$ cat config.mk
export PLATFORM = sky130hd
export DESIGN_NAME = au_acc_sched_flat
export DESIGN_NICKNAME = d
export VERILOG_FILES = /design/src/rtl/au_acc_sched_if.sv /design/src/rtl/au_acc_sched.sv /design/src/flat_wrapper.sv
export SDC_FILE = /design/constraint.sdc
export NUM_CORES = 1
export LEC_CHECK = 0
export CORE_UTILIZATION = 40
export DETAILED_ROUTE_END_ITERATION = 6
export PLACE_DENSITY_LB_ADDON = 0.1
export SLEW_MARGIN = 20
export SYNTH_ARGS = -nofsm -noshare
export SYNTH_HDL_FRONTEND = slang
export SYNTH_SLANG_ARGS = --single-unit
export TNS_END_PERCENT = 1
$ cat constraint.sdc
create_clock -name i_clk -period 3.5 [get_ports i_clk]
set_clock_uncertainty 0.1 [all_clocks]
set_input_delay 0.35 -clock i_clk [delete_from_list [all_inputs] [get_ports i_clk]]
set_output_delay 0.35 -clock i_clk [all_outputs]
set_load 0.02 [all_outputs]
$ cat src/rtl/au_acc_sched_if.sv
// Bundle of the config, Aunit control, partial-sum and result signals of au_acc_sched.
// Handshake rule: on all three channels (cfg, sum, acc), a transfer happens on any
// rising clock edge where the producer's *_rdy and the consumer's *_ack are both high.
// The producer holds its payload stable while rdy is high and ack is low.
// The master modport is the environment side. The slave modport is the scheduler side.
interface au_acc_sched_if #(
  parameter int SumWd  = 16,
  parameter int AccWd  = 24,
  parameter int MaskWd = 64,
  parameter int CntWd  = 12
);
  logic              i_cfg_rdy;
  logic              o_cfg_ack;
  logic [1:0]        i_cfg_mode;
  logic              i_cfg_inumt;
  logic              i_cfg_wnumt;
  logic [CntWd-1:0]  i_cfg_acclen;
  logic [CntWd-1:0]  i_cfg_outnum;
  logic [MaskWd-1:0] i_cfg_tailmask;
  logic              o_cont_work;
  logic [1:0]        o_cont_mode;
  logic              o_cont_inumt;
  logic              o_cont_wnumt;
  logic [MaskWd-1:0] o_cont_mask;
  logic [SumWd-1:0]  i_sum;
  logic              i_sum_rdy;
  logic              i_sum_zero;
  logic              o_sum_ack;
  logic [AccWd-1:0]  o_acc;
  logic              o_acc_rdy;
  logic              i_acc_ack;
  logic              o_busy;
  logic              o_done;
  logic [1:0]        o_dbg_state;

  modport master (
    output i_cfg_rdy, i_cfg_mode, i_cfg_inumt, i_cfg_wnumt, i_cfg_acclen, i_cfg_outnum,
           i_cfg_tailmask, i_sum, i_sum_rdy, i_sum_zero, i_acc_ack,
    input  o_cfg_ack, o_cont_work, o_cont_mode, o_cont_inumt, o_cont_wnumt, o_cont_mask,
           o_sum_ack, o_acc, o_acc_rdy, o_busy, o_done, o_dbg_state
  );

  modport slave (
    input  i_cfg_rdy, i_cfg_mode, i_cfg_inumt, i_cfg_wnumt, i_cfg_acclen, i_cfg_outnum,
           i_cfg_tailmask, i_sum, i_sum_rdy, i_sum_zero, i_acc_ack,
    output o_cfg_ack, o_cont_work, o_cont_mode, o_cont_inumt, o_cont_wnumt, o_cont_mask,
           o_sum_ack, o_acc, o_acc_rdy, o_busy, o_done, o_dbg_state
  );
endinterface

$ cat src/rtl/au_acc_sched.sv
// Aunit sequencing controller: takes a layer config and drives the Aunit controls.
// It accumulates AccLen partial sums per output pixel with saturation.
// It emits OutNum results, then pulses done and returns to idle.
module au_acc_sched #(
  parameter int SumWd  = 16,
  parameter int AccWd  = 24,
  parameter int MaskWd = 64,
  parameter int CntWd  = 12
) (
  input logic         i_clk,
  input logic         i_rstn,
  au_acc_sched_if.slave bus
);
  typedef enum logic [1:0] {S_IDLE = 2'd0, S_RUN = 2'd1, S_FLUSH = 2'd2, S_DONE = 2'd3} state_t;

  localparam logic signed [AccWd:0] AccMax = {2'b00, {(AccWd-1){1'b1}}};
  localparam logic signed [AccWd:0] AccMin = {2'b11, {(AccWd-1){1'b0}}};
  localparam logic [MaskWd-1:0]     MaskOnes = {MaskWd{1'b1}};

  state_t            state_q, state_d;
  logic [1:0]        mode_q, mode_d;
  logic              inumt_q, inumt_d, wnumt_q, wnumt_d;
  logic [CntWd-1:0]  acclen_q, acclen_d, outnum_q, outnum_d;
  logic [MaskWd-1:0] tail_q, tail_d, mask_q, mask_d;
  logic [CntWd-1:0]  pc_q, pc_d, oc_q, oc_d;
  logic [AccWd-1:0]  acc_q, acc_d, out_q, out_d;
  logic              acc_rdy_q, acc_rdy_d;
  logic              work_q, work_d, busy_q, busy_d, done_q, done_d;

  logic                    cfg_ack, sum_ack, cfg_xfer, sum_xfer, acc_xfer;
  logic [CntWd-1:0]        pc_inc;
  logic signed [AccWd:0]   acc_base, sum_ext, acc_wide;
  logic [AccWd-1:0]        acc_sat;

  // Config is only taken in idle. Reset also forces the ack low.
  // The sum ack lets a new sum in on the same cycle the held result leaves.
  assign cfg_ack  = (state_q == S_IDLE) && i_rstn;
  assign sum_ack  = (state_q == S_RUN) && (!acc_rdy_q || bus.i_acc_ack);
  assign cfg_xfer = cfg_ack && bus.i_cfg_rdy;
  assign sum_xfer = sum_ack && bus.i_sum_rdy;
  assign acc_xfer = acc_rdy_q && bus.i_acc_ack;
  assign pc_inc   = pc_q + CntWd'(1);

  // Saturating accumulate: one extra bit of headroom, then clamp to the AccWd range.
  always_comb begin
    acc_base = (pc_q == '0) ? '0 : {acc_q[AccWd-1], acc_q};
    sum_ext  = bus.i_sum_zero ? '0 : {{(AccWd+1-SumWd){bus.i_sum[SumWd-1]}}, bus.i_sum};
    acc_wide = acc_base + sum_ext;
    if (acc_wide > AccMax)      acc_sat = AccMax[AccWd-1:0];
    else if (acc_wide < AccMin) acc_sat = AccMin[AccWd-1:0];
    else                        acc_sat = acc_wide[AccWd-1:0];
  end

  // Next-state logic: layer FSM, counters, mask look-ahead and the result holding register.
  always_comb begin
    state_d   = state_q;
    mode_d    = mode_q;
    inumt_d   = inumt_q;
    wnumt_d   = wnumt_q;
    acclen_d  = acclen_q;
    outnum_d  = outnum_q;
    tail_d    = tail_q;
    mask_d    = mask_q;
    pc_d      = pc_q;
    oc_d      = oc_q;
    acc_d     = acc_q;
    out_d     = out_q;
    acc_rdy_d = acc_rdy_q && !bus.i_acc_ack;
    case (state_q)
      S_IDLE: begin
        if (cfg_xfer) begin
          mode_d   = bus.i_cfg_mode;
          inumt_d  = bus.i_cfg_inumt;
          wnumt_d  = bus.i_cfg_wnumt;
          acclen_d = bus.i_cfg_acclen;
          outnum_d = bus.i_cfg_outnum;
          tail_d   = bus.i_cfg_tailmask;
          pc_d     = '0;
          oc_d     = '0;
          acc_d    = '0;
          mask_d   = (bus.i_cfg_acclen == '0) ? bus.i_cfg_tailmask : MaskOnes;
          state_d  = S_RUN;
        end
      end
      S_RUN: begin
        if (sum_xfer) begin
          acc_d = acc_sat;
          if (pc_q == acclen_q) begin
            out_d     = acc_sat;
            acc_rdy_d = 1'b1;
            pc_d      = '0;
            oc_d      = oc_q + CntWd'(1);
            mask_d    = (acclen_q == '0) ? tail_q : MaskOnes;
            if (oc_q == outnum_q) begin
              mask_d  = MaskOnes;
              state_d = S_FLUSH;
            end
          end else begin
            pc_d   = pc_inc;
            mask_d = (pc_inc == acclen_q) ? tail_q : MaskOnes;
          end
        end
      end
      S_FLUSH: begin
        if (acc_xfer) state_d = S_DONE;
      end
      default: state_d = S_IDLE;
    endcase
    work_d = (state_d == S_RUN);
    busy_d = (state_d == S_RUN) || (state_d == S_FLUSH);
    done_d = (state_d == S_DONE);
  end

  // State and output registers; async reset abandons any layer in flight.
  always_ff @(posedge i_clk or negedge i_rstn) begin
    if (!i_rstn) begin
      state_q   <= S_IDLE;
      mode_q    <= '0;
      inumt_q   <= 1'b0;
      wnumt_q   <= 1'b0;
      acclen_q  <= '0;
      outnum_q  <= '0;
      tail_q    <= MaskOnes;
      mask_q    <= MaskOnes;
      pc_q      <= '0;
      oc_q      <= '0;
      acc_q     <= '0;
      out_q     <= '0;
      acc_rdy_q <= 1'b0;
      work_q    <= 1'b0;
      busy_q    <= 1'b0;
      done_q    <= 1'b0;
    end else begin
      state_q   <= state_d;
      mode_q    <= mode_d;
      inumt_q   <= inumt_d;
      wnumt_q   <= wnumt_d;
      acclen_q  <= acclen_d;
      outnum_q  <= outnum_d;
      tail_q    <= tail_d;
      mask_q    <= mask_d;
      pc_q      <= pc_d;
      oc_q      <= oc_d;
      acc_q     <= acc_d;
      out_q     <= out_d;
      acc_rdy_q <= acc_rdy_d;
      work_q    <= work_d;
      busy_q    <= busy_d;
      done_q    <= done_d;
    end
  end

  assign bus.o_cfg_ack    = cfg_ack;
  assign bus.o_sum_ack    = sum_ack;
  assign bus.o_cont_work  = work_q;
  assign bus.o_cont_mode  = mode_q;
  assign bus.o_cont_inumt = inumt_q;
  assign bus.o_cont_wnumt = wnumt_q;
  assign bus.o_cont_mask  = mask_q;
  assign bus.o_acc        = out_q;
  assign bus.o_acc_rdy    = acc_rdy_q;
  assign bus.o_busy       = busy_q;
  assign bus.o_done       = done_q;
  assign bus.o_dbg_state  = state_q;
endmodule

$ cat src/flat_wrapper.sv
// flat-port wrapper written by rule: the top's interface ports become plain ports
module au_acc_sched_flat 
#(
  parameter int SumWd  = 16,
  parameter int AccWd  = 24,
  parameter int MaskWd = 64,
  parameter int CntWd  = 12
)
  (i_clk, i_rstn, bus_i_cfg_rdy, bus_i_cfg_mode, bus_i_cfg_inumt, bus_i_cfg_wnumt, bus_i_cfg_acclen, bus_i_cfg_outnum, bus_i_cfg_tailmask, bus_i_sum, bus_i_sum_rdy, bus_i_sum_zero, bus_i_acc_ack, bus_o_cfg_ack, bus_o_cont_work, bus_o_cont_mode, bus_o_cont_inumt, bus_o_cont_wnumt, bus_o_cont_mask, bus_o_sum_ack, bus_o_acc, bus_o_acc_rdy, bus_o_busy, bus_o_done, bus_o_dbg_state);
  au_acc_sched_if #(.SumWd(SumWd), .AccWd(AccWd), .MaskWd(MaskWd), .CntWd(CntWd)) bus_i ();
  input logic i_clk;
  input logic i_rstn;
  input wire logic [$bits(bus_i.i_cfg_rdy)-1:0] bus_i_cfg_rdy;
  input wire logic [$bits(bus_i.i_cfg_mode)-1:0] bus_i_cfg_mode;
  input wire logic [$bits(bus_i.i_cfg_inumt)-1:0] bus_i_cfg_inumt;
  input wire logic [$bits(bus_i.i_cfg_wnumt)-1:0] bus_i_cfg_wnumt;
  input wire logic [$bits(bus_i.i_cfg_acclen)-1:0] bus_i_cfg_acclen;
  input wire logic [$bits(bus_i.i_cfg_outnum)-1:0] bus_i_cfg_outnum;
  input wire logic [$bits(bus_i.i_cfg_tailmask)-1:0] bus_i_cfg_tailmask;
  input wire logic [$bits(bus_i.i_sum)-1:0] bus_i_sum;
  input wire logic [$bits(bus_i.i_sum_rdy)-1:0] bus_i_sum_rdy;
  input wire logic [$bits(bus_i.i_sum_zero)-1:0] bus_i_sum_zero;
  input wire logic [$bits(bus_i.i_acc_ack)-1:0] bus_i_acc_ack;
  output wire logic [$bits(bus_i.o_cfg_ack)-1:0] bus_o_cfg_ack;
  output wire logic [$bits(bus_i.o_cont_work)-1:0] bus_o_cont_work;
  output wire logic [$bits(bus_i.o_cont_mode)-1:0] bus_o_cont_mode;
  output wire logic [$bits(bus_i.o_cont_inumt)-1:0] bus_o_cont_inumt;
  output wire logic [$bits(bus_i.o_cont_wnumt)-1:0] bus_o_cont_wnumt;
  output wire logic [$bits(bus_i.o_cont_mask)-1:0] bus_o_cont_mask;
  output wire logic [$bits(bus_i.o_sum_ack)-1:0] bus_o_sum_ack;
  output wire logic [$bits(bus_i.o_acc)-1:0] bus_o_acc;
  output wire logic [$bits(bus_i.o_acc_rdy)-1:0] bus_o_acc_rdy;
  output wire logic [$bits(bus_i.o_busy)-1:0] bus_o_busy;
  output wire logic [$bits(bus_i.o_done)-1:0] bus_o_done;
  output wire logic [$bits(bus_i.o_dbg_state)-1:0] bus_o_dbg_state;
  assign bus_i.i_cfg_rdy = bus_i_cfg_rdy;
  assign bus_i.i_cfg_mode = bus_i_cfg_mode;
  assign bus_i.i_cfg_inumt = bus_i_cfg_inumt;
  assign bus_i.i_cfg_wnumt = bus_i_cfg_wnumt;
  assign bus_i.i_cfg_acclen = bus_i_cfg_acclen;
  assign bus_i.i_cfg_outnum = bus_i_cfg_outnum;
  assign bus_i.i_cfg_tailmask = bus_i_cfg_tailmask;
  assign bus_i.i_sum = bus_i_sum;
  assign bus_i.i_sum_rdy = bus_i_sum_rdy;
  assign bus_i.i_sum_zero = bus_i_sum_zero;
  assign bus_i.i_acc_ack = bus_i_acc_ack;
  assign bus_o_cfg_ack = bus_i.o_cfg_ack;
  assign bus_o_cont_work = bus_i.o_cont_work;
  assign bus_o_cont_mode = bus_i.o_cont_mode;
  assign bus_o_cont_inumt = bus_i.o_cont_inumt;
  assign bus_o_cont_wnumt = bus_i.o_cont_wnumt;
  assign bus_o_cont_mask = bus_i.o_cont_mask;
  assign bus_o_sum_ack = bus_i.o_sum_ack;
  assign bus_o_acc = bus_i.o_acc;
  assign bus_o_acc_rdy = bus_i.o_acc_rdy;
  assign bus_o_busy = bus_i.o_busy;
  assign bus_o_done = bus_i.o_done;
  assign bus_o_dbg_state = bus_i.o_dbg_state;
  au_acc_sched #(.SumWd(SumWd), .AccWd(AccWd), .MaskWd(MaskWd), .CntWd(CntWd)) u_core (.i_clk(i_clk), .i_rstn(i_rstn), .bus(bus_i));
endmodule
==> flow_results.xml, run 1 <==
<?xml version="1.0" encoding="UTF-8"?>
<metrics>
  <group name="final_layout">
    <metric name="final_cell_mix" unit="">342 x sky130_fd_sc_hd__nand2_1, 212 x sky130_fd_sc_hd__clkdlybuf4s50_1, 168 x sky130_fd_sc_hd__o21ai_0</metric>
    <metric name="non_filler_cell_area_final" unit="um2">17000</metric>
    <metric name="finalNonFillerCells" unit="">2132</metric>
    <metric name="utilization" unit="">0.554</metric>
    <metric name="mostFrequentLayoutCell" unit="">sky130_fd_sc_hd__nand2_1</metric>
    <metric name="finish.net_count" unit="">1857</metric>
    <metric name="flow.area_growth_from_synthesis" unit="%">36.1</metric>
    <metric name="drive_gt1_frac" unit="">0.214</metric>
  </group>
  <group name="timing">
    <metric name="final_hold_vio_count" unit="">0</metric>
    <metric name="fin_crit" unit="ns">3.75</metric>
    <metric name="final_min_period_over_clock_period" unit="">1.07</metric>
    <metric name="max-slew-margin-rel" unit="">0.414</metric>
    <metric name="final_max_slew_viol_count" unit="">0</metric>
    <metric name="setup_viol" unit="">47</metric>
    <metric name="worst_pin_slew" unit="ns">0.879</metric>
    <metric name="maxClockFrequency" unit="MHz">267</metric>
    <metric name="rsz0062_at_grt" unit="">true</metric>
    <metric name="sum_neg_setup_slack" unit="ns">-6.30</metric>
    <metric name="fin_ws" unit="ns">-0.252</metric>
  </group>
  <group name="status">
    <metric name="outcome" unit="">complete, but fails checks</metric>
    <metric name="failing_checks" unit="">setup timing</metric>
  </group>
  <group name="worst_setup_path">
    <metric name="cp.depth" unit="">15</metric>
    <metric name="path_delay_family" unit="">compound AO/OA/AOI/OAI gates</metric>
    <metric name="cp_slowest_cell" unit="">sky130_fd_sc_hd__dfrtp_1</metric>
    <metric name="critical_path_arrival" unit="ns">4.09</metric>
    <metric name="critical_path.cell_chain" unit="">inv_1, ha_1, nor4b_4, nand3_2, and2_1, ha_2, fa_2, a211oi_2, o211ai_1, nand4_1, a21o_1, o21ai_1, a311o_1, a32o_1, mux2_2</metric>
    <metric name="critPathMaxFanout" unit="">4</metric>
    <metric name="max_stage_delay" unit="ns">0.38</metric>
    <metric name="critPathBufInv" unit="">1</metric>
    <metric name="reg2regPathDepth" unit="">15</metric>
    <metric name="cp_data_required_time" unit="ns">3.84</metric>
    <metric name="critPathLaunchType" unit="">register</metric>
    <metric name="crit_path_end_kind" unit="">register</metric>
    <metric name="class_of_the_most_critical_setup_path" unit="">reg2reg</metric>
  </group>
  <group name="logic_synthesis">
    <metric name="syn_avg_cell_area" unit="um2">8.61</metric>
    <metric name="syn_inst" unit="">1446</metric>
    <metric name="yosysWarnings" unit="">0</metric>
    <metric name="cell_area_after_technology_mapping" unit="um2">12500</metric>
    <metric name="yosysTopAreaCellShare" unit="">0.270</metric>
    <metric name="synth-async-reset-ratio" unit="">1.00</metric>
    <metric name="synth_cell_types" unit="">65</metric>
    <metric name="synth_ff_type" unit="">sky130_fd_sc_hd__dfstp_2</metric>
    <metric name="yosys_register_bits" unit="">234</metric>
    <metric name="synth_fp_nets" unit="">1590</metric>
    <metric name="synth_top_cell_by_area" unit="">sky130_fd_sc_hd__dfstp_2</metric>
    <metric name="yosysSeqAreaShare" unit="">0.483</metric>
    <metric name="synth-edff-count" unit="">0</metric>
    <metric name="synth_top_cells_by_area" unit="">sky130_fd_sc_hd__dfstp_2 27%, sky130_fd_sc_hd__dfrtp_1 21%, sky130_fd_sc_hd__nand2_1 10%, sky130_fd_sc_hd__o21ai_0 7.5%, sky130_fd_sc_hd__a31oi_1 3.6%</metric>
  </group>
  <group name="detailed_routing">
    <metric name="drtAntennaViolNets" unit="">0</metric>
    <metric name="vias_per_cell" unit="">5.36</metric>
    <metric name="routed_wl" unit="um">38100</metric>
    <metric name="detailedRoute.firstIterationViolations" unit="">644</metric>
    <metric name="routedWlPerCell" unit="um">17.9</metric>
    <metric name="drt_pass1_iterations" unit="">5</metric>
    <metric name="post-route-drc-count" unit="">0</metric>
    <metric name="route.vias.total" unit="">11417</metric>
  </group>
  <group name="flow_run">
    <metric name="cap_viol_max_count" unit="">0</metric>
  </group>
  <group name="pwr">
    <metric name="worst_ir_drop_vdd" unit="mV">0.411</metric>
    <metric name="leakagePower" unit="nW">7.31</metric>
    <metric name="power.density" unit="nW/um2">673</metric>
    <metric name="post-layout-total-power" unit="mW">11.4</metric>
  </group>
  <group name="placed_design">
    <metric name="hpwlAfterDp" unit="um">24000</metric>
    <metric name="dp.cells" unit="">2071</metric>
    <metric name="place_congestion" unit="">0.913</metric>
    <metric name="post_dp_cell_area" unit="um2">15700</metric>
    <metric name="numPortBuffers" unit="">213</metric>
  </group>
  <group name="clock_tree">
    <metric name="cts_tree" unit="">yes</metric>
    <metric name="cts_max_level" unit="">1</metric>
    <metric name="clkLatencyLatePin" unit="ns">0.56</metric>
    <metric name="cts.sinks" unit="">234</metric>
    <metric name="worst_setup_hold_path_clk_slew" unit="ns">0.06</metric>
    <metric name="cts-buffers-inserted" unit="">29</metric>
    <metric name="clk_path_buf_depth" unit="">3</metric>
    <metric name="clock_tree_root_driver_cell" unit="">sky130_fd_sc_hd__clkbuf_16</metric>
  </group>
  <group name="global_routing">
    <metric name="globalRouteOverflowTotal" unit="">0</metric>
    <metric name="grt_max_degree" unit="">125</metric>
    <metric name="global_route.usage.total" unit="">0.240</metric>
    <metric name="grt_first_pass_wirelength" unit="um">60300</metric>
    <metric name="number_of_global_route_vias_before_repair" unit="">11166</metric>
    <metric name="grt_antenna_before_repair" unit="">2</metric>
  </group>
  <group name="die">
    <metric name="initial_utilization" unit="">0.407</metric>
    <metric name="std_cell_rows" unit="">64</metric>
    <metric name="dieArea" unit="um2">31800</metric>
    <metric name="fp.dieH" unit="um">178</metric>
    <metric name="top_level_ports" unit="">214</metric>
    <metric name="core_area" unit="um2">30600</metric>
    <metric name="floorplan_die_width" unit="um">178</metric>
  </group>
  <group name="worst_hold_path">
    <metric name="hold_class" unit="">in2reg</metric>
    <metric name="hold_depth" unit="">3</metric>
  </group>
</metrics>
repair_timing:
item,4_1_cts,5_1_grt
endpoints found under the setup margin,48,48
hold buffers,1,0
hold endpoints to repair,79,0
pin swaps,19,14
resized for setup,46,20
setup buffers,6,0
where the power goes:
group	leakage [nW]	switching [mW]	internal, mW
clock network	0.471	1.22	1.71
registers	2.71	0.428	3.52
logic	4.13	2.35	2.18
total	7.31	4.01	7.41
kinds of logic (layout without fill, tap and decap cells):
group,after synthesis,count (layout),synth area share
AND/OR/NAND/NOR,574,574,0.200
AO/OA/AOI/OAI,427,427,0.193
flip-flops,234,234,0.483
buffers and inverters,110,399,0.0397
XOR/XNOR,60,60,0.0428
adder cells (fa/ha/maj),34,34,0.0343
multiplexers,7,7,0.00663
other,0,1,0
tightest hold or removal path, cell delays in order:
cell	delay, ns
sky130_fd_sc_hd__clkdlybuf4s50_1	0.41
sky130_fd_sc_hd__nand2_1	0.06
sky130_fd_sc_hd__nand2_1	0.04
state kept, by name, summed over array words and instances (netlist names), 12 cells and up:
register                count
u_core.bus.o_cont_mask     64
u_core.pc_q                12
u_core.bus.o_acc           24
u_core.acc_q               24
u_core.acclen_q            12
u_core.tail_q              64
u_core.oc_q                12
u_core.outnum_q            12
metrics by stage:
stage / worst slack (ns) / hold slack (ns)
global route: -0.438 / 0.207
detailed placement: -0.553 / 0.353
global placement: -0.439 / 0.351
finish: -0.252 / 0.196
CTS: -0.278 / 0.172
floorplan: -0.0234 / -0.0456
per-layer routing:
| metal | up-vias | track usage | wire [um] |
|---|---|---|---|
| met4 | 2 | 0.0710 | 976 |
| met2 | 283 | 0.385 | 17700 |
| met3 | 62 | 0.0424 | 2030 |
| met1 | 5529 | 0.329 | 17300 |
| li1 | 5541 | - | - |
| met5 | - | 0 | 13 |
layout make-up:
cell class,instances,area (um2)
sequential,234,6020
clock buffer,42,857
fill,2869,13600
tap,396,495
antenna,1,2.50
multi-input combinational,1102,6250
timing repair buffer,333,3200
inverter,13,48.8
clock inverter,11,81.3
final timing paths:
| kind | startpoint | end | slack, ns |
|---|---|---|---|
| setup reg to reg | u_core.pc_q[0] | u_core.bus.o_acc[22] | -0.25 |
| hold / removal | bus_i_cfg_tailmask[4] | u_core.tail_q[4] | 0.20 |
| hold reg to reg | u_core.tail_q[17] | u_core.tail_q[17] | 0.36 |
| max in group asynchronous | i_rstn | u_core.outnum_q[9] | 1.54 |
| setup / recovery | u_core.pc_q[0] | u_core.bus.o_acc[22] | -0.25 |
| min in group asynchronous | i_rstn | u_core.bus.o_acc[2] | 0.31 |
cells in the mapped netlist (all sizes together) (4+ instances only):
master,n
buf,19
nor3,8
nor4,13
mux2,7
nand2b,5
nand2,349
nand3,23
dfstp,128
xnor2,25
dfrtp,106
a22o,10
ha,29
and2,31
o21ai,256
maj3,4
a31oi,72
a21o,10
nor2,101
a211oi,6
clkbuf,78
inv,13
xor2,35
a22oi,4
a21oi,45
o31ai,4
nor2b,21
nand4,12
Note: power is estimated with default switching activity, not from simulation.
==> run 2, diff against run 1 <==
--- a/config.mk
+++ b/config.mk
@@ -5,6 +5,7 @@
 export SDC_FILE = /design/constraint.sdc
 export NUM_CORES = 1
 export LEC_CHECK = 0
+export CORE_MARGIN = 8
 export CORE_UTILIZATION = 40
 export DETAILED_ROUTE_END_ITERATION = 6
 export PLACE_DENSITY_LB_ADDON = 0.1
==> run 2 against run 1 <==
Compared with the run above:
- the run still ends with setup timing left
- die area up 16%
- combinational power down 4%
- worst hold slack worse by 0.063 ns
- global-route usage down 3.5 points
- design area down 0.78%
- critical path type unchanged
==> flow_results.xml, run 2 (synthesized netlist as in run 1, its figures left out) <==
<?xml version="1.0" encoding="UTF-8"?>
<metrics>
  <group name="die">
    <metric name="fp.dieH" unit="um">192</metric>
    <metric name="floorplan_die_width" unit="um">192</metric>
    <metric name="core_area" unit="um2">30600</metric>
    <metric name="top_level_ports" unit="">214</metric>
    <metric name="initial_utilization" unit="">0.407</metric>
    <metric name="std_cell_rows" unit="">64</metric>
    <metric name="dieArea" unit="um2">37000</metric>
  </group>
  <group name="final_layout">
    <metric name="flow.area_growth_from_synthesis" unit="%">35.1</metric>
    <metric name="finalNonFillerCells" unit="">2129</metric>
    <metric name="finish.net_count" unit="">1855</metric>
    <metric name="final_cell_mix" unit="">342 x sky130_fd_sc_hd__nand2_1, 212 x sky130_fd_sc_hd__clkdlybuf4s50_1, 176 x sky130_fd_sc_hd__o21ai_0</metric>
    <metric name="drive_gt1_frac" unit="">0.203</metric>
    <metric name="mostFrequentLayoutCell" unit="">sky130_fd_sc_hd__nand2_1</metric>
  </group>
  <group name="timing">
    <metric name="fin_ws" unit="ns">-0.243</metric>
    <metric name="final_hold_vio_count" unit="">0</metric>
    <metric name="maxClockFrequency" unit="MHz">267</metric>
    <metric name="sum_neg_setup_slack" unit="ns">-7.49</metric>
    <metric name="max-slew-margin-rel" unit="">0.372</metric>
    <metric name="rsz0062_at_grt" unit="">true</metric>
    <metric name="hold-worst-slack" unit="ns">0.133</metric>
    <metric name="worst_pin_slew" unit="ns">0.942</metric>
    <metric name="setup_viol" unit="">46</metric>
    <metric name="final_max_slew_viol_count" unit="">0</metric>
    <metric name="final_min_period_over_clock_period" unit="">1.07</metric>
    <metric name="fin_crit" unit="ns">3.74</metric>
  </group>
  <group name="placed_design">
    <metric name="dp_worst_slack" unit="ns">-0.398</metric>
    <metric name="place_congestion" unit="">0.907</metric>
    <metric name="dp.cells" unit="">2066</metric>
    <metric name="numPortBuffers" unit="">213</metric>
    <metric name="hpwlAfterDp" unit="um">25400</metric>
  </group>
  <group name="worst_setup_path">
    <metric name="rr_endpoint" unit="">u_core.bus.o_acc[22]</metric>
    <metric name="critical_path_arrival" unit="ns">4.07</metric>
    <metric name="crit_path_end_kind" unit="">register</metric>
    <metric name="reg2regPathDepth" unit="">18</metric>
    <metric name="worst_r2r_startpoint" unit="">u_core.pc_q[1]</metric>
    <metric name="critPathLaunchType" unit="">register</metric>
    <metric name="worst-r2r-setup-slack" unit="ns">-0.24</metric>
    <metric name="class_of_the_most_critical_setup_path" unit="">reg2reg</metric>
    <metric name="critPathMaxFanout" unit="">8</metric>
    <metric name="cp_data_required_time" unit="ns">3.82</metric>
  </group>
  <group name="global_routing">
    <metric name="grt_max_degree" unit="">156</metric>
    <metric name="grt_antenna_before_repair" unit="">4</metric>
    <metric name="globalRouteOverflowTotal" unit="">0</metric>
    <metric name="global_route.usage.total" unit="">0.205</metric>
    <metric name="number_of_global_route_vias_before_repair" unit="">11617</metric>
    <metric name="grt_first_pass_wirelength" unit="um">61900</metric>
  </group>
  <group name="flow_run">
    <metric name="cap_viol_max_count" unit="">0</metric>
  </group>
  <group name="detailed_routing">
    <metric name="route.vias.total" unit="">11274</metric>
    <metric name="routedWlPerCell" unit="um">18.0</metric>
    <metric name="drt_pass1_iterations" unit="">7</metric>
    <metric name="drtAntennaViolNets" unit="">0</metric>
    <metric name="vias_per_cell" unit="">5.30</metric>
    <metric name="detailedRoute.firstIterationViolations" unit="">682</metric>
    <metric name="post-route-drc-count" unit="">0</metric>
    <metric name="routed_wl" unit="um">38400</metric>
  </group>
  <group name="clock_tree">
    <metric name="cts_tree" unit="">yes</metric>
    <metric name="clk_path_buf_depth" unit="">3</metric>
    <metric name="worst_setup_hold_path_clk_slew" unit="ns">0.06</metric>
    <metric name="cts_max_level" unit="">1</metric>
    <metric name="clock_tree_root_driver_cell" unit="">sky130_fd_sc_hd__clkbuf_16</metric>
    <metric name="cts.sinks" unit="">234</metric>
    <metric name="clkLatencyLatePin" unit="ns">0.55</metric>
    <metric name="cts-buffers-inserted" unit="">27</metric>
  </group>
  <group name="worst_hold_path">
    <metric name="hold_class" unit="">in2async</metric>
  </group>
  <group name="pwr">
    <metric name="worst_ir_drop_vdd" unit="mV">0.391</metric>
    <metric name="post-layout-total-power" unit="mW">11.2</metric>
    <metric name="leakagePower" unit="nW">7.28</metric>
    <metric name="power.density" unit="nW/um2">665</metric>
  </group>
  <group name="status">
    <metric name="failing_checks" unit="">setup timing</metric>
    <metric name="outcome" unit="">complete, but fails checks</metric>
  </group>
</metrics>
==> run 2: cell types whose count changed in the layout (fill, tap and decap cells not counted), moves of 5 or more <==
cell / delta
sky130_fd_sc_hd__clkbuf_8: +5
sky130_fd_sc_hd__o21ai_1: -6
sky130_fd_sc_hd__buf_6: +6
sky130_fd_sc_hd__a21oi_1: +9
sky130_fd_sc_hd__a21oi_2: -9
sky130_fd_sc_hd__o21ai_0: +8
==> run 2: through the flow <==
stage	area, um2	utilization
after floorplan	12500	-
after global placement	15700	0.512
after detailed placement	15700	0.512
after CTS	16700	0.547
after global routing	16800	0.550
final	16800	0.550
==> run 2: layout make-up <==
class	count	area (um2)
Clock inverter	6	70.1
Inverter	13	48.8
Sequential cell	234	6020
Clock buffer	44	851
Antenna cell	1	2.50
Multi-Input combinational cell	1102	6160
Fill cell	2863	13800
Tap cell	396	495
Timing Repair Buffer	333	3180
==> run 2: per-layer routing <==
| layer | global-route usage | vias to the layer above | part of all wire |
|---|---|---|---|
| li1 | - | 5509 | - |
| met5 | 0 | - | 0.00070 |
| met3 | 0.0430 | 65 | 0.062 |
| met4 | 0.0596 | 4 | 0.029 |
| met2 | 0.331 | 291 | 0.46 |
| met1 | 0.272 | 5405 | 0.45 |
==> run 2: report_power, final <==
group          switching (mW)  total [mW]  internal (mW)
Combinational            2.24        4.35           2.10
Sequential              0.430        3.95           3.52
Clock                    1.15        2.89           1.73
Total                    3.83        11.2           7.36
==> run 2: repair_timing <==
action                                 CTS  global route
endpoints found under the hold margin   21             0
setup endpoints to repair               48            48
pin swaps                               23            15
buffers inserted                         8             3
gates resized for setup                 24            20
hold buffers                             1             0
==> run 2: critical path, cell delays in order, from the launching register on <==
cell and delay, ns:
sky130_fd_sc_hd__dfrtp_1 0.39, sky130_fd_sc_hd__inv_2 0.06, sky130_fd_sc_hd__ha_2 0.15, sky130_fd_sc_hd__nor4b_4 0.18, sky130_fd_sc_hd__nand3_1 0.12, sky130_fd_sc_hd__buf_6 0.16, sky130_fd_sc_hd__buf_4 0.15, sky130_fd_sc_hd__and2_1 0.16
sky130_fd_sc_hd__ha_1 0.30, sky130_fd_sc_hd__buf_6 0.11, sky130_fd_sc_hd__nand2_2 0.06, sky130_fd_sc_hd__a2111o_1 0.45, sky130_fd_sc_hd__a211oi_2 0.26, sky130_fd_sc_hd__nor2_2 0.08, sky130_fd_sc_hd__xnor2_2 0.16, sky130_fd_sc_hd__buf_6 0.14
sky130_fd_sc_hd__buf_6 0.11, sky130_fd_sc_hd__a32o_2 0.23, sky130_fd_sc_hd__mux2_4 0.25
==> run 2: worst max-delay path by stage <==
| stage | startpoint | to | slack [ns] | cells after the start |
|---|---|---|---|---|
| 6_report | u_core.pc_q[1] | u_core.bus.o_acc[22] | -0.24 | 18 |
| 5_1_grt | u_core.pc_q[0] | u_core.bus.o_acc[5] | -0.44 | 19 |
| 4_1_cts | u_core.pc_q[1] | u_core.bus.o_acc[22] | -0.35 | 19 |
| 3_5_place_dp | u_core.pc_q[0] | u_core.bus.o_acc[3] | -0.40 | 18 |
| 3_3_place_gp | u_core.pc_q[1] | u_core.bus.o_acc[3] | -0.36 | 18 |
| 2_1_floorplan | u_core.pc_q[0] | u_core.bus.o_acc[10] | -0.02 | 15 |
==> run 3, diff against run 2 <==
--- a/config.mk
+++ b/config.mk
@@ -6,7 +6,7 @@
 export NUM_CORES = 1
 export LEC_CHECK = 0
 export CORE_MARGIN = 8
-export CORE_UTILIZATION = 40
+export CORE_UTILIZATION = 54
 export DETAILED_ROUTE_END_ITERATION = 6
 export PLACE_DENSITY_LB_ADDON = 0.1
 export SLEW_MARGIN = 20
==> constraint.sdc (replaced) <==
create_clock -name i_clk -period 3.53 [get_ports i_clk]
set_clock_uncertainty 0.1 [all_clocks]
set_input_delay 0.353 -clock i_clk [delete_from_list [all_inputs] [get_ports i_clk]]
set_output_delay 0.353 -clock i_clk [all_outputs]
set_load 0.02 [all_outputs]
==> run 3 against run 2 <==
Compared with the run above:
- core utilization rose by 20 points
- global-route usage rose by 5.4 points
- total power grew 1.5%
- critical path type unchanged
- setup slack improved by 0.013 ns
- the run ends with DRC, setup timing left
- worst hold slack improved by 0.086 ns
- sequential share of layout area down 0.30 points
- first-iteration DRC count grew 34%
- critical path depth down 2
- clock power down 6%
- largest power group unchanged
- flip-flop and latch count is the same
- register-to-register slack is essentially flat
- combinational power increased by 8.0%
==> flow_results.xml, run 3 (synthesized netlist as in run 1, its figures left out) <==
<?xml version="1.0" encoding="UTF-8"?>
<metrics>
  <group name="worst_setup_path">
    <metric name="critPathMaxFanout" unit="">8</metric>
    <metric name="class_of_the_most_critical_setup_path" unit="">reg2reg</metric>
    <metric name="startpoint_of_the_worst_setup_timing_path" unit="">u_core.pc_q[1]</metric>
    <metric name="worst-r2r-setup-slack" unit="ns">-0.23</metric>
    <metric name="worst_setup_path_endpoint" unit="">u_core.bus.o_acc[9]</metric>
    <metric name="worst_r2r_startpoint" unit="">u_core.pc_q[1]</metric>
    <metric name="reg2regPathDepth" unit="">16</metric>
    <metric name="crit_path_end_kind" unit="">register</metric>
    <metric name="rr_endpoint" unit="">u_core.bus.o_acc[9]</metric>
    <metric name="critical_path_arrival" unit="ns">4.07</metric>
    <metric name="cp_data_required_time" unit="ns">3.84</metric>
    <metric name="critPathLaunchType" unit="">register</metric>
  </group>
  <group name="die">
    <metric name="top_level_ports" unit="">214</metric>
    <metric name="initial_utilization" unit="">0.550</metric>
    <metric name="core_area" unit="um2">22600</metric>
    <metric name="floorplan_die_width" unit="um">168</metric>
    <metric name="dieArea" unit="um2">28200</metric>
    <metric name="std_cell_rows" unit="">55</metric>
    <metric name="fp.dieH" unit="um">168</metric>
  </group>
  <group name="timing">
    <metric name="fin_ws" unit="ns">-0.230</metric>
    <metric name="final_hold_vio_count" unit="">0</metric>
    <metric name="final_max_slew_viol_count" unit="">0</metric>
    <metric name="max-slew-margin-rel" unit="">0.453</metric>
    <metric name="fin_crit" unit="ns">3.76</metric>
    <metric name="setup_viol" unit="">49</metric>
    <metric name="worst_pin_slew" unit="ns">0.821</metric>
    <metric name="final_min_period_over_clock_period" unit="">1.07</metric>
    <metric name="maxClockFrequency" unit="MHz">266</metric>
    <metric name="rsz0062_at_grt" unit="">true</metric>
  </group>
  <group name="pwr">
    <metric name="leakagePower" unit="nW">7.36</metric>
    <metric name="worst_ir_drop_vdd" unit="mV">0.458</metric>
    <metric name="power.share.switching" unit="">0.343</metric>
    <metric name="power_switching" unit="mW">3.90</metric>
    <metric name="share_clk_of_total_power" unit="">0.240</metric>
    <metric name="sequentialPowerShare" unit="">0.346</metric>
    <metric name="pwr-share-comb" unit="">0.413</metric>
    <metric name="power.density" unit="nW/um2">670</metric>
    <metric name="design_internal_power" unit="mW">7.46</metric>
  </group>
  <group name="status">
    <metric name="failing_checks" unit="">DRC, setup timing</metric>
    <metric name="outcome" unit="">complete, but fails checks</metric>
  </group>
  <group name="global_routing">
    <metric name="grt_first_pass_wirelength" unit="um">60800</metric>
    <metric name="grt_antenna_before_repair" unit="">4</metric>
    <metric name="globalRouteOverflowTotal" unit="">0</metric>
    <metric name="grt_max_degree" unit="">134</metric>
    <metric name="global_route.usage.total" unit="">0.259</metric>
    <metric name="number_of_global_route_vias_before_repair" unit="">11911</metric>
  </group>
  <group name="detailed_routing">
    <metric name="detailedRoute.firstIterationViolations" unit="">915</metric>
    <metric name="drt_pass1_iterations" unit="">7</metric>
    <metric name="drtAntennaViolNets" unit="">0</metric>
    <metric name="route.vias.total" unit="">11621</metric>
    <metric name="vias_per_cell" unit="">5.71</metric>
    <metric name="routed_wl" unit="um">37200</metric>
    <metric name="routedWlPerCell" unit="um">18.3</metric>
    <metric name="post-route-drc-count" unit="">17</metric>
  </group>
  <group name="final_layout">
    <metric name="finalNonFillerCells" unit="">2035</metric>
    <metric name="drive_gt1_frac" unit="">0.220</metric>
    <metric name="ff_latch_area" unit="um2">6020</metric>
    <metric name="final_cell_mix" unit="">343 x sky130_fd_sc_hd__nand2_1, 212 x sky130_fd_sc_hd__clkdlybuf4s50_1, 173 x sky130_fd_sc_hd__o21ai_0</metric>
    <metric name="mostFrequentLayoutCell" unit="">sky130_fd_sc_hd__nand2_1</metric>
    <metric name="finish.net_count" unit="">1872</metric>
    <metric name="flow.area_growth_from_synthesis" unit="%">36.2</metric>
    <metric name="multi_input_area" unit="um2">6320</metric>
    <metric name="nFillCells" unit="">1689</metric>
    <metric name="non_filler_cell_area_final" unit="um2">17000</metric>
  </group>
  <group name="clock_tree">
    <metric name="cts-buffers-inserted" unit="">26</metric>
    <metric name="worst_setup_hold_path_clk_slew" unit="ns">0.06</metric>
    <metric name="cts.sinks" unit="">234</metric>
    <metric name="clkLatencyLatePin" unit="ns">0.54</metric>
    <metric name="clock_tree_root_driver_cell" unit="">sky130_fd_sc_hd__clkbuf_16</metric>
    <metric name="cts_max_level" unit="">1</metric>
    <metric name="clk_path_buf_depth" unit="">3</metric>
    <metric name="cts_tree" unit="">yes</metric>
  </group>
  <group name="placed_design">
    <metric name="post_dp_cell_area" unit="um2">15500</metric>
    <metric name="dp.cells" unit="">1947</metric>
    <metric name="dp_worst_slack" unit="ns">-0.471</metric>
    <metric name="numPortBuffers" unit="">213</metric>
    <metric name="place_congestion" unit="">0.897</metric>
    <metric name="hpwlAfterDp" unit="um">23700</metric>
  </group>
  <group name="flow_run">
    <metric name="cap_viol_max_count" unit="">0</metric>
  </group>
  <group name="worst_hold_path">
    <metric name="hold_class" unit="">in2async</metric>
  </group>
</metrics>
## run 3: how the worst min path moves through the flow
stage / slack [ns] / cells past startpoint / start / to
after detailed placement: 0.16 / 1 / i_rstn / u_core.acc_q[5]
after floorplan: -0.04 / 0 / i_rstn / u_core.acc_q[0]
after CTS: 0.21 / 2 / i_rstn / u_core.bus.o_acc[3]
after global routing: 0.22 / 2 / i_rstn / u_core.acc_q[3]
final: 0.22 / 2 / i_rstn / u_core.bus.o_acc[4]
after global placement: 0.16 / 1 / i_rstn / u_core.acc_q[4]
## run 3: final cells by class
type,count,area share
Antenna cell,2,0.000295
Clock buffer,41,0.0477
Clock inverter,7,0.00398
Inverter,13,0.00288
Multi-Input combinational cell,1102,0.373
Sequential cell,234,0.355
Tap cell,285,0.0210
Timing Repair Buffer,351,0.197
## run 3: timing repair
item	4_1_cts	5_1_grt
setup endpoints to repair	48	49
pin swaps	31	13
gates cloned	1	0
endpoints found under the hold margin	36	0
hold buffers	1	0
setup buffers	32	5
gates resized for setup	56	17
## run 3: per-layer routing
metal	vias to the layer above	share of wire	global-route usage
met5	-	0.00059	0
met4	4	0.030	0.0951
met3	78	0.068	0.0451
met2	431	0.48	0.430
met1	5565	0.42	0.335
li1	5543	-	-
## run 3: power by group through the flow
stage / registers (mW) / clock network, mW / logic (mW)
after floorplan: 4.00 / 0 / 2.33
after global placement: 3.92 / 0 / 3.90
after detailed placement: 3.94 / 0 / 3.99
after CTS: 3.91 / 2.76 / 4.50
after global routing: 4.01 / 2.87 / 5.14
final: 3.93 / 2.73 / 4.70
## run 3: per-stage QoR
step           TNS [ns]  power [mW]  hold WS, ns   util
3_3_place_gp     -12.77        7.82        0.157  0.683
3_5_place_dp     -19.19        7.93        0.159  0.683
5_1_grt          -17.89        12.0        0.224  0.749
4_1_cts           -5.93        11.2        0.214  0.744
2_1_floorplan   -0.0173        6.32      -0.0426      -
6_report          -8.03        11.4        0.219  0.749
## run 3: critical path, cell delays in order (launching register included)
cell	delay [ns]
sky130_fd_sc_hd__dfrtp_1	0.39
sky130_fd_sc_hd__inv_2	0.09
sky130_fd_sc_hd__ha_4	0.14
sky130_fd_sc_hd__nor4b_4	0.25
sky130_fd_sc_hd__nand3_4	0.18
sky130_fd_sc_hd__and2_4	0.21
sky130_fd_sc_hd__ha_4	0.15
sky130_fd_sc_hd__fa_2	0.36
sky130_fd_sc_hd__a211oi_2	0.24
sky130_fd_sc_hd__o211ai_1	0.16
sky130_fd_sc_hd__nand4_1	0.12
sky130_fd_sc_hd__a21o_1	0.19
sky130_fd_sc_hd__o311ai_2	0.13
sky130_fd_sc_hd__and2_4	0.21
sky130_fd_sc_hd__buf_12	0.13
sky130_fd_sc_hd__maj3_2	0.32
sky130_fd_sc_hd__mux2_4	0.26
